<file path="src/rtl/div_unit_pkg.sv">
// Shared definitions for the iterative 32-bit divider: state encodings,
// datapath widths, iteration count and ready-flag constants.
package div_unit_pkg;

  localparam int DATA_W   = 32;
  localparam int RESULT_W = 64;
  localparam int ITER_CNT = 32;
  localparam int CNT_W    = $clog2(ITER_CNT + 1);

  localparam logic READY     = 1'b1;
  localparam logic NOT_READY = 1'b0;

  typedef enum logic [1:0] {
    DIV_FREE   = 2'd0,
    DIV_BYZERO = 2'd1,
    DIV_ON     = 2'd2,
    DIV_END    = 2'd3
  } div_state_e;

endpackage

</file>
<file path="src/rtl/div_unit_step.sv">
// One restoring radix-2 division step: shift the next dividend bit into the
// partial remainder, trial-subtract the divisor, shift in the quotient bit.
module div_step
  import div_unit_pkg::*;
(
  input  logic [DATA_W-1:0] rem_i,
  input  logic [DATA_W-1:0] quo_i,
  input  logic [DATA_W-1:0] divisor_i,
  output logic [DATA_W-1:0] rem_o,
  output logic [DATA_W-1:0] quo_o
);

  logic [DATA_W:0] shifted;
  logic [DATA_W:0] diff;

  // The remainder stays below the divisor, so a 33-bit subtract suffices and
  // its top bit is a clean borrow flag.
  assign shifted = {rem_i, quo_i[DATA_W-1]};
  assign diff    = shifted - {1'b0, divisor_i};

  assign rem_o = diff[DATA_W] ? shifted[DATA_W-1:0] : diff[DATA_W-1:0];
  assign quo_o = {quo_i[DATA_W-2:0], ~diff[DATA_W]};

endmodule

</file>
<file path="src/rtl/div_unit.sv">
// Multi-cycle 32-bit divider for the EX stage; result is {remainder, quotient}.
// Signed DIV support is built only when DIV_UNIT_SIGNED_EN is defined.
module div_unit
  import div_unit_pkg::*;
(
  input  logic                clk,
  input  logic                reset,
  input  logic                start_i,
  input  logic                signed_div_i,
  input  logic [DATA_W-1:0]   opdata1_i,
  input  logic [DATA_W-1:0]   opdata2_i,
  input  logic                annul_i,
  output logic [RESULT_W-1:0] result_o,
  output logic                ready_o
);

  div_state_e            state_q, state_d;
  logic [CNT_W-1:0]      count_q, count_d;
  logic [DATA_W-1:0]     rem_q, rem_d;
  logic [DATA_W-1:0]     quo_q, quo_d;
  logic [DATA_W-1:0]     dvs_q, dvs_d;
  logic [RESULT_W-1:0]   result_q, result_d;

  logic [DATA_W-1:0]     op1_mag, op2_mag;
  logic [DATA_W-1:0]     step_rem, step_quo;
  logic [RESULT_W-1:0]   final_result;
  logic                  accept;

  assign accept = (state_q == DIV_FREE) && start_i && !annul_i;

`ifdef DIV_UNIT_SIGNED_EN
  logic neg1, neg2;
  logic neg_quo_q, neg_rem_q;

  assign neg1    = signed_div_i & opdata1_i[DATA_W-1];
  assign neg2    = signed_div_i & opdata2_i[DATA_W-1];
  assign op1_mag = neg1 ? (~opdata1_i + 1'b1) : opdata1_i;
  assign op2_mag = neg2 ? (~opdata2_i + 1'b1) : opdata2_i;

  // Quotient sign follows the operand signs; remainder follows the dividend.
  always_ff @(posedge clk) begin
    if (reset) begin
      neg_quo_q <= 1'b0;
      neg_rem_q <= 1'b0;
    end else if (accept) begin
      neg_quo_q <= neg1 ^ neg2;
      neg_rem_q <= neg1;
    end
  end

  assign final_result = {(neg_rem_q ? (~rem_q + 1'b1) : rem_q),
                         (neg_quo_q ? (~quo_q + 1'b1) : quo_q)};
`else
  logic unused_signed_div;

  assign unused_signed_div = signed_div_i;
  assign op1_mag           = opdata1_i;
  assign op2_mag           = opdata2_i;
  assign final_result      = {rem_q, quo_q};
`endif

  div_step u_step (
    .rem_i     (rem_q),
    .quo_i     (quo_q),
    .divisor_i (dvs_q),
    .rem_o     (step_rem),
    .quo_o     (step_quo)
  );

  // NOTE: every output gets its hold value first so no path infers a latch.
  always_comb begin
    state_d  = state_q;
    count_d  = count_q;
    rem_d    = rem_q;
    quo_d    = quo_q;
    dvs_d    = dvs_q;
    result_d = result_q;

    unique case (state_q)
      DIV_FREE: begin
        if (accept) begin
          if (opdata2_i == '0) begin
            state_d = DIV_BYZERO;
          end else begin
            state_d = DIV_ON;
            count_d = '0;
            rem_d   = '0;
            quo_d   = op1_mag;
            dvs_d   = op2_mag;
          end
        end
      end

      DIV_BYZERO: begin
        state_d  = annul_i ? DIV_FREE : DIV_END;
        result_d = '0;
      end

      DIV_ON: begin
        if (annul_i) begin
          state_d  = DIV_FREE;
          result_d = '0;
        end else if (count_q == CNT_W'(ITER_CNT)) begin
          state_d  = DIV_END;
          result_d = final_result;
        end else begin
          rem_d   = step_rem;
          quo_d   = step_quo;
          count_d = count_q + 1'b1;
        end
      end

      DIV_END: begin
        if (annul_i || !start_i) begin
          state_d  = DIV_FREE;
          result_d = '0;
        end
      end

      default: state_d = DIV_FREE;
    endcase
  end

  // NOTE: state is updated with non-blocking assignments so every register
  // sees the pre-edge values of the others.
  always_ff @(posedge clk) begin
    if (reset) begin
      state_q  <= DIV_FREE;
      count_q  <= '0;
      rem_q    <= '0;
      quo_q    <= '0;
      dvs_q    <= '0;
      result_q <= '0;
    end else begin
      state_q  <= state_d;
      count_q  <= count_d;
      rem_q    <= rem_d;
      quo_q    <= quo_d;
      dvs_q    <= dvs_d;
      result_q <= result_d;
    end
  end

  assign ready_o  = (state_q == DIV_END) ? READY : NOT_READY;
  assign result_o = result_q;

endmodule

</file>
<file path="config.mk">
export PLATFORM = sky130hd
export DESIGN_NAME = div_unit
export DESIGN_NICKNAME = d
export VERILOG_FILES = /design/src/rtl/div_unit_pkg.sv /design/src/rtl/div_unit_step.sv /design/src/rtl/div_unit.sv
export SDC_FILE = /design/constraint.sdc
export NUM_CORES = 1
export LEC_CHECK = 0
export BUFFER_PORTS_ARGS = -buffer_cell sky130_fd_sc_hd__buf_4
export CORE_MARGIN = 2
export CORE_UTILIZATION = 48
export DETAILED_ROUTE_END_ITERATION = 8
export GPL_ROUTABILITY_DRIVEN = 0
export GPL_TIMING_DRIVEN = 0
export PLACE_DENSITY = 0.74
export SYNTH_ARGS = -nofsm -noshare
export SYNTH_HDL_FRONTEND = slang
export SYNTH_HIERARCHICAL = 1
export SYNTH_SLANG_ARGS = --single-unit
</file>
<file path="constraint.sdc">
create_clock -name clk -period 3.9 [get_ports clk]
set_input_delay 0.585 -clock clk [delete_from_list [all_inputs] [get_ports clk]]
set_output_delay 0.585 -clock clk [all_outputs]
set_load 0.005 [all_outputs]
</file>
======== Word-level counts from Yosys, hierarchy flattened ========
Cells that the tools add are included.
storage, ports and cells
  flip-flop bits (word level) ............. 168
  latch bits .............................. 0
  memory bits (writable) .................. 0
  ROM bits ................................ 0
  word-level logic and storage cells ...... 61
  memories kept ........................... 0
cells by class
  $add $sub $neg .......................... 2
  multiply operators ...................... 0
  div/mod/pow operators ................... 0
  magnitude comparators ................... 0
  eq/ne operators ......................... 10
  shift operators ......................... 0
  mux-type cells .......................... 28
  bitwise gates (word level) .............. 2
  reductions and logical operators ........ 13
operators by type and width
  cell                                            number
  two-way mux 32 bit                              9
  two-way mux 64 bit                              3
  case mux 64 bit (3 select lines)                1
  case mux 32 bit (2 select lines)                2
  subtractor 33 x 32 -> 33 bit                    1
  logical NOT 32 bit                              1
  two-way mux 6 bit                               4
  two-way mux 2 bit                               6
  case mux 6 bit (2 select lines)                 1
  inequality test 2 bit (second input constant)   5
  AND reduction 3 bit                             3
  case mux 2 bit (4 select lines)                 1
  adder 6 x 1 -> 6 bit (second input constant)    1
  == test 6 bit (second input constant)           1
  AND reduction 5 bit                             1
  == test 2 bit (second input constant)           2
  inequality test 3 bit (second input constant)   1
  nonzero test 3 bit                              1
  == test 2 x 1 -> 1 bit (second input constant)  1
  logical AND 1 bit                               2
  logical NOT 1 bit                               2
  logical NOT 2 bit                               1
  inverter 1 bit                                  2
  nonzero test 2 bit                              1
  2 further kinds                                 2

======== Depth between registers and ports, before layout ========
Gate-level depths: netlist of run 1.
  depth after elaboration ................. 5
  gate-level depth with buffers ........... 17
  gate-level depth less buffers ........... 15

======== Cells and area by module ========
Netlist of run 1, hierarchy kept.
by module, submodules not included
  module    times used  cells each  area an instance (µm²)  sequential area each (µm²)
  div_unit  1           792         7065.5                  3363.2
  div_step  1           336         2591.2                  0.0

======== Worst setup path before layout of run 1 ========
OpenSTA, ideal clock, no wires.
  path kind ............................... register to register
  start point ............................. register quo_q[31]
  end point ............................... register rem_q[10]
  data arrival time ....................... 3218 ps
  data required time ...................... 3779 ps
  path slack .............................. 561 ps
  cell stages (with the launch flop) ...... 18
  buffers on the path ..................... 2
  period minus slack after synthesis ...... 3339 ps
  cells stage by stage .................... dfxtp_1 > inv_1 > ha_1 > fa_1 > and2b_1 > o2111ai_2 > a21oi_2 > o2111ai_1 > a211oi_2 > nor2_4 > mux2i_4 > and2_4 > buf_12 > inv_8 > buf_12 > mux2_4 > nand2_1 > mux2i_1
on the way
  word-level cells in the longest chain between the ends .. 5
RTL lines
  item                              RTL line             source
  from (decl)                       div_unit.sv:20       logic [DATA_W-1:0] quo_q, quo_d;
  from (signal assigned)            div_unit.sv:138      quo_q <= quo_d;
  subtractor 33 x 32 -> 33 bit      div_unit_step.sv:19  assign diff = shifted - {1'b0, divisor_i};
  two-way mux 32 bit                div_unit_step.sv:21  assign rem_o = diff[DATA_W] ? shifted[DATA_W-1:0] : diff[DATA_W-1:0];
  via step_rem[10]                  div_unit.sv:25       logic [DATA_W-1:0] step_rem, step_quo;
  two-way mux 32 bit                div_unit.sv:103      end else if (count_q == CNT_W'(ITER_CNT)) begin
  two-way mux 32 bit                div_unit.sv:100      if (annul_i) begin
  case mux 32 bit (2 select lines)  div_unit.sv:79       unique case (state_q)
  to (signal assigned)              div_unit.sv:137      rem_q <= rem_d;
  to (decl)                         div_unit.sv:19       logic [DATA_W-1:0] rem_q, rem_d;
The timed path passes the listed nets, and every way through them passes these cells. The select of a mux whose other input is x is not followed.
A chain may end at the register's enable or synchronous reset.

======== Final worst setup path of run 1 ========
  start point ............................. register quo_q[31]
  end point ............................... register rem_q[27]
The elaborated chain is that of the path after synthesis.

==> results of run 1 <==
state kept, by name, indices dropped and copies added (netlist names):
register  count
dvs_q        32
quo_q        32
count_q       6
rem_q        32
state_q       2
result_o     64
timing repair:
item                                    4_1_cts  5_1_grt
hold buffers                                  0        0
buffers inserted                              0        2
endpoints found under the setup margin        0       20
hold endpoints to repair                      0        0
routing by layer:
layer / wire length [µm] / up-vias
met5: 0 / -
met3: 1550 / 38
li1: - / 4189
met4: 427 / 0
met2: 11700 / 221
met1: 11100 / 3959
how the worst max path moves through the flow:
stage / startpoint / to / cells after the start
floorplan: quo_q[31] / rem_q[10] / 17
global placement: quo_q[31] / rem_q[24] / 17
detailed placement: quo_q[31] / rem_q[10] / 17
CTS: quo_q[31] / rem_q[10] / 17
global route: quo_q[31] / rem_q[21] / 17
finish: quo_q[31] / rem_q[27] / 17
kinds of logic (layout without fill, tap and decap cells):
family | after synthesis | after routing
and+or+nand+nor | 410 | 410
AOI/OAI and AO/OA | 185 | 185
buffers and inverters | 145 | 311
xor gates and xnor gates | 26 | 26
DFF | 168 | 168
muxes | 155 | 155
adders and majority gates | 39 | 39
final cells by class:
cell class	count	area share, %
inverters	41	1.39
plain buffers	104	6.09
flip-flops and latches	168	29.1
multi-input cells	815	46.9
clock buffers	19	3.83
repair buffers	134	8.69
well taps	265	2.87
clock inverters	13	1.16
Yosys cell counts, types with 3 or more instances:
| library cell | number |
|---|---|
| nand2_1 | 221 |
| dfxtp_1 | 168 |
| mux2i_1 | 99 |
| a21oi_1 | 91 |
| nand3_1 | 82 |
| nor2_1 | 47 |
| buf_4 | 39 |
| inv_1 | 39 |
| ha_1 | 38 |
| mux2_2 | 36 |
| clkbuf_1 | 31 |
| o21ai_0 | 20 |
| a21o_1 | 19 |
| mux2_4 | 19 |
| buf_2 | 18 |
| xnor2_1 | 13 |
| xor2_1 | 13 |
| buf_6 | 11 |
| nor4_1 | 9 |
| nand4_1 | 7 |
| nor2b_1 | 7 |
| nor3_1 | 7 |
| o2111ai_1 | 7 |
| o21a_1 | 7 |
| a31oi_1 | 6 |
| and3_1 | 6 |
| o21bai_1 | 5 |
| o31ai_1 | 5 |
| or3_1 | 4 |
| a211oi_1 | 3 |
| buf_12 | 3 |
per-stage QoR:
stage / hold slack (ps) / worst slack [ps] / util (%) / std cells / area (µm²)
3_3_place_gp: 440 / 69.0 / 56.0 / 1525 / 11000
4_1_cts: 378 / 1.52 / 59.0 / 1557 / 11600
3_5_place_dp: 443 / 46.5 / 56.0 / 1525 / 11000
5_1_grt: 388 / 9.37 / 59.1 / 1559 / 11600
2_1_floorplan: 448 / 561 / - / 1128 / 9660
6_report: 390 / 207 / 59.1 / 1559 / 11600
worst max-delay path: cells and delay by family (launching register included):
kind / cells / cell delay (ps)
AO/OA/AOI/OAI: 4 / 900
adder cells (fa/ha/maj): 2 / 620
multiplexers: 3 / 610
AND/OR/NAND/NOR: 4 / 590
buffers and inverters: 4 / 440
flip-flops: 1 / 400
power by group:
group / total [W] / switching [W] / internal (W)
Sequential: 0.00196 / 0.000108 / 0.00185
Combinational: 0.00338 / 0.00178 / 0.00161
Clock: 0.00168 / 0.000763 / 0.000917
Total: 0.00702 / 0.00265 / 0.00437
==> results.py, run 1 <==
metrics = {
    "outcome": {
        "status": "finished, final reports clean",
    },
    "grt": {
        "grt_pass1_wl_mm": 40.7,
        "met1_usage_pct": 29.8,
        "grt-ovfl-total": 0,
        "antenna_found_initial": 0,
        "track_usage_pct": 23.4,
        "top_usage_layer": "met2",
        "use_met2_pct": 39.2,
        "grt_start_max_net_pins": 17,
        "grt_pass1_vias": 8062,
        "met3_usage_pct": 6.49,
    },
    "setup_path": {
        "max_stage_delay_ps": 400,
        "end_kind": "flip-flop",
        "slowest_stage": "dfxtp_1",
        "rrSetupSlack_ps": 210,
        "cp.required_ps": 4220,
        "cp-start-kind": "flip-flop",
        "rr_startpoint": "quo_q[31]",
        "crit_fanout": 10,
        "timing.rr.end": "rem_q[27]",
        "crit_top_cell": "buf_12",
        "path_cells": "inv_1, ha_1, fa_1, and2b_1, o2111ai_2, a21oi_2, o2111ai_1, a211oi_2, nor2_4, mux2i_4, and2_4, buf_12, inv_8, buf_12, mux2_4, nand2_1, mux2i_1",
        "r2r_cells": 17,
        "crit_type": "flip-flop to flip-flop",
        "cp.arrival_ps": 4010,
    },
    "power_and_ir_drop": {
        "power.density_nw_per_um2": 607,
        "ir_drop_mv": 0.361,
        "p_leak_nw": 5.06,
        "report.power.total_w": 0.00702,
    },
    "cells_and_area": {
        "antennaDiodeCount": 0,
        "area_growth_syn_to_layout_pct": 19.8,
        "final_cell_mix": "221 x nand2_1, 173 x buf_4, 168 x dfxtp_1, 99 x mux2i_1, 91 x a21oi_1",
        "drive_above_1_share_pct": 24.3,
        "seq_area_um2": 3360,
        "multi_input_area_um2": 5430,
        "layout.nets": 1389,
        "nFillCells": 1785,
        "final_common_cell": "nand2_1",
    },
    "synth": {
        "avgSynthCellArea_um2": 8.56,
        "yosysSeqAreaShare_pct": 34.8,
        "yosys_warnings": 6,
        "synthAdderAreaFrac_pct": 5.13,
        "synth_flop_cell": "dfxtp_1",
        "synth_xor_area_share_pct": 2.36,
        "synth_mux_area_share_pct": 17.6,
        "synth_top_area_share_pct": 34.8,
        "syn_area_um2": 9660,
        "synth_compound_area_share_pct": 12.0,
        "synth-edff-count": 0,
        "synth_top_family_by_area": "simple AND/OR/NAND/NOR gates",
        "synth_top_area_cell": "dfxtp_1",
        "synth_area_leaders": "dfxtp_1 35%, mux2i_1 10%, nand2_1 8.6%",
        "ys_async_sr_fraction_pct": 0,
        "synth-simple-area-share_pct": 19.1,
        "syn_nets": 1236,
        "netlist-cell-type-count": 75,
        "synth-seq-cells": 168,
        "syn_inst": 1128,
    },
    "timing": {
        "fmaxAchievable_ghz": 0.271,
        "final_hold_viol_count": 0,
        "rsz0062_at_grt": "false",
        "fin_crit_sh_pct": 94.7,
        "max_slew.worst_pin.slew_ps": 877,
        "min_period_ps": 3690,
        "setup_viol_count_final": 0,
        "fin_setup_tns_ps": 0,
        "slew_headroom_pct": 41.5,
        "slew_viol_final": 0,
        "finalClockSkew_ps": 14.6,
    },
    "routing": {
        "antenna_left": 0,
        "via_per_inst": 5.39,
        "initialDrtViolationCount": 543,
        "first_pass_iters": 6,
        "via_count": 8407,
        "wirelength_mm": 24.8,
        "drc": 0,
        "wl_per_cell_um": 15.9,
    },
    "flow_run": {
        "drv_cap": 0,
    },
    "cts": {
        "post_cts_resized": 0,
        "cts_root_buf": "clkbuf_16",
        "clk_pin_slew_worst_paths_ps": 70,
        "cts.sinks": 168,
        "cts_buffers": 17,
        "tritoncts": "built",
        "htreeDepth": 4,
        "cts_max_path_buffers": 2,
        "clk_latency_ps": 440,
    },
    "worst_hold_path": {
        "hp-start": "opdata2_i[7]",
        "min_path_type": "primary input to flip-flop",
        "holdPathEnd": "dvs_q[7]",
        "whs_path_depth": 3,
    },
    "floorplan": {
        "io_pins": 134,
        "die_area_um2": 21300,
        "die_w_um": 146,
        "fp-row-count": 51,
        "design.core.area_um2": 19600,
        "start_util_pct": 49.3,
        "die_y_um": 146,
    },
    "placement": {
        "portBuffers": 132,
        "dp_hpwl_mm": 18.4,
    },
}
Power figures use the tool's default switching activity.
==> inputs of run 2 (changes only) <==
--- a/config.mk
+++ b/config.mk
@@ -5,6 +5,7 @@
 export SDC_FILE = /design/constraint.sdc
 export NUM_CORES = 1
 export LEC_CHECK = 0
+export ABC_CLOCK_PERIOD_IN_PS = 3900
 export BUFFER_PORTS_ARGS = -buffer_cell sky130_fd_sc_hd__buf_4
 export CORE_MARGIN = 2
 export CORE_UTILIZATION = 48
==> constraint.sdc (replaced) <==
create_clock -name clk -period 3.9 [get_ports clk]
set_input_delay 0.195 -clock clk [delete_from_list [all_inputs] [get_ports clk]]
set_output_delay 0.195 -clock clk [all_outputs]
set_load 0.005 [all_outputs]
==> results.py, run 2 (synthesis results as in run 1) <==
metrics = {
    "setup_path": {
        "rrSetupSlack_ps": 220,
        "timing.rr.end": "rem_q[27]",
        "rr_startpoint": "quo_q[31]",
        "crit_type": "flip-flop to flip-flop",
        "cp.required_ps": 4220,
        "r2r_cells": 17,
        "cp-start-kind": "flip-flop",
        "cp.arrival_ps": 4000,
        "crit_fanout": 10,
        "end_kind": "flip-flop",
    },
    "cells_and_area": {
        "drive_above_1_share_pct": 24.1,
        "area_growth_syn_to_layout_pct": 20.5,
        "final_cell_mix": "221 x nand2_1, 173 x buf_4, 168 x dfxtp_1, 99 x mux2i_1, 91 x a21oi_1",
        "final_common_cell": "nand2_1",
        "antennaDiodeCount": 0,
        "final_core_utilization_pct": 59.4,
        "largest_reg_flops": 64,
        "layout.nets": 1396,
    },
    "placement": {
        "portBuffers": 132,
        "dp_hpwl_mm": 18.4,
        "pre_cts_ws_ps": 46.5,
    },
    "worst_hold_path": {
        "whs_path_depth": 3,
        "holdPathEnd": "dvs_q[16]",
        "hp-start": "opdata2_i[16]",
        "min_path_type": "primary input to flip-flop",
    },
    "floorplan": {
        "die_area_um2": 21300,
        "fp-row-count": 51,
        "die_w_um": 146,
        "io_pins": 134,
        "start_util_pct": 49.3,
        "die_y_um": 146,
        "design.core.area_um2": 19600,
    },
    "grt": {
        "track_usage_pct": 23.4,
        "grt_pass1_vias": 8108,
        "grt_pass1_wl_mm": 40.9,
        "antenna_found_initial": 0,
        "grt-ovfl-total": 0,
        "grt_start_max_net_pins": 17,
    },
    "timing": {
        "fin_crit_sh_pct": 94.5,
        "setup_viol_count_final": 0,
        "fmaxAchievable_ghz": 0.271,
        "final_hold_viol_count": 0,
        "slew_viol_final": 0,
        "fin_setup_tns_ps": 0,
        "slew_headroom_pct": 41.7,
        "max_slew.worst_pin.slew_ps": 874,
        "rsz0062_at_grt": "false",
        "min_period_ps": 3680,
        "worst_slack_ps": 215,
        "finalClockSkew_ps": 14.8,
    },
    "power_and_ir_drop": {
        "report.power.total_w": 0.00702,
        "p_leak_nw": 5.09,
        "power.density_nw_per_um2": 603,
        "ir_drop_mv": 0.360,
    },
    "routing": {
        "wirelength_mm": 24.8,
        "wl_per_cell_um": 15.8,
        "via_count": 8382,
        "first_pass_iters": 7,
        "via_per_inst": 5.35,
        "drc": 0,
        "antenna_left": 0,
        "initialDrtViolationCount": 507,
    },
    "cts": {
        "post_cts_resized": 0,
        "clk_latency_ps": 440,
        "cts_max_path_buffers": 2,
        "cts.sinks": 168,
        "clk_pin_slew_worst_paths_ps": 70,
        "htreeDepth": 4,
        "cts_buffers": 17,
        "tritoncts": "built",
        "cts_root_buf": "clkbuf_16",
    },
    "outcome": {
        "status": "finished, final reports clean",
    },
    "flow_run": {
        "drv_cap": 0,
    },
}
## run 2: routing by layer
metal / global-route usage (%) / up-vias / part of all wire (%)
li1: - / 4198 / -
met3: 6.46 / 30 / 5.8
met4: 5.88 / 0 / 1.7
met1: 29.8 / 3964 / 45
met2: 39.4 / 190 / 47
met5: 0 / - / 0
## run 2: worst max-delay path, cell delays in order (launching register included)
cell and delay [ps]:
dfxtp_1 400, inv_1 60, ha_1 220, fa_1 400, and2b_1 250, o2111ai_2 140
a21oi_2 220, o2111ai_1 240, a211oi_2 300, nor2_4 100, mux2i_4 220, and2_4 180
buf_12 140, inv_8 80, buf_12 150, mux2_4 310, nand2_1 60, mux2i_1 80
## run 2: stage by stage
stage                     cells  cell area (µm²)  hold WS, ps
after floorplan            1128             9660          339
after global placement     1525            11000          440
after detailed placement   1525            11000          443
after CTS                  1564            11600        0.458
after global routing       1566            11600         5.58
final                      1566            11600         9.88
## run 2: worst max-delay path by stage
stage	from	to
floorplan	quo_q[31]	rem_q[10]
global placement	quo_q[31]	rem_q[24]
detailed placement	quo_q[31]	rem_q[10]
CTS	quo_q[31]	rem_q[10]
global route	quo_q[31]	rem_q[21]
finish	quo_q[31]	rem_q[27]
## run 2: final cells by class
class                   count  area (µm²)
plain buffers             104         704
clock buffers              19         443
clock inverters            13         134
fillers                  1780        7950
inverters                  41         161
multi-input cells         815        5430
flip-flops and latches    168        3360
well taps                 265         332
repair buffers            141        1080
## run 2: repair_timing
| action | 4_1_cts | 5_1_grt |
|---|---|---|
| setup endpoints to repair | 0 | 20 |
| endpoints found under the hold margin | 7 | 0 |
| hold buffers | 7 | 0 |
| setup buffers | 0 | 2 |
## run 2: power by group
group / leakage (nW) / switching, W / internal, W
clock network: 0.280 / 0.000763 / 0.000917
registers: 1.36 / 0.000108 / 0.00185
logic: 3.45 / 0.00177 / 0.00161
total: 5.09 / 0.00264 / 0.00438
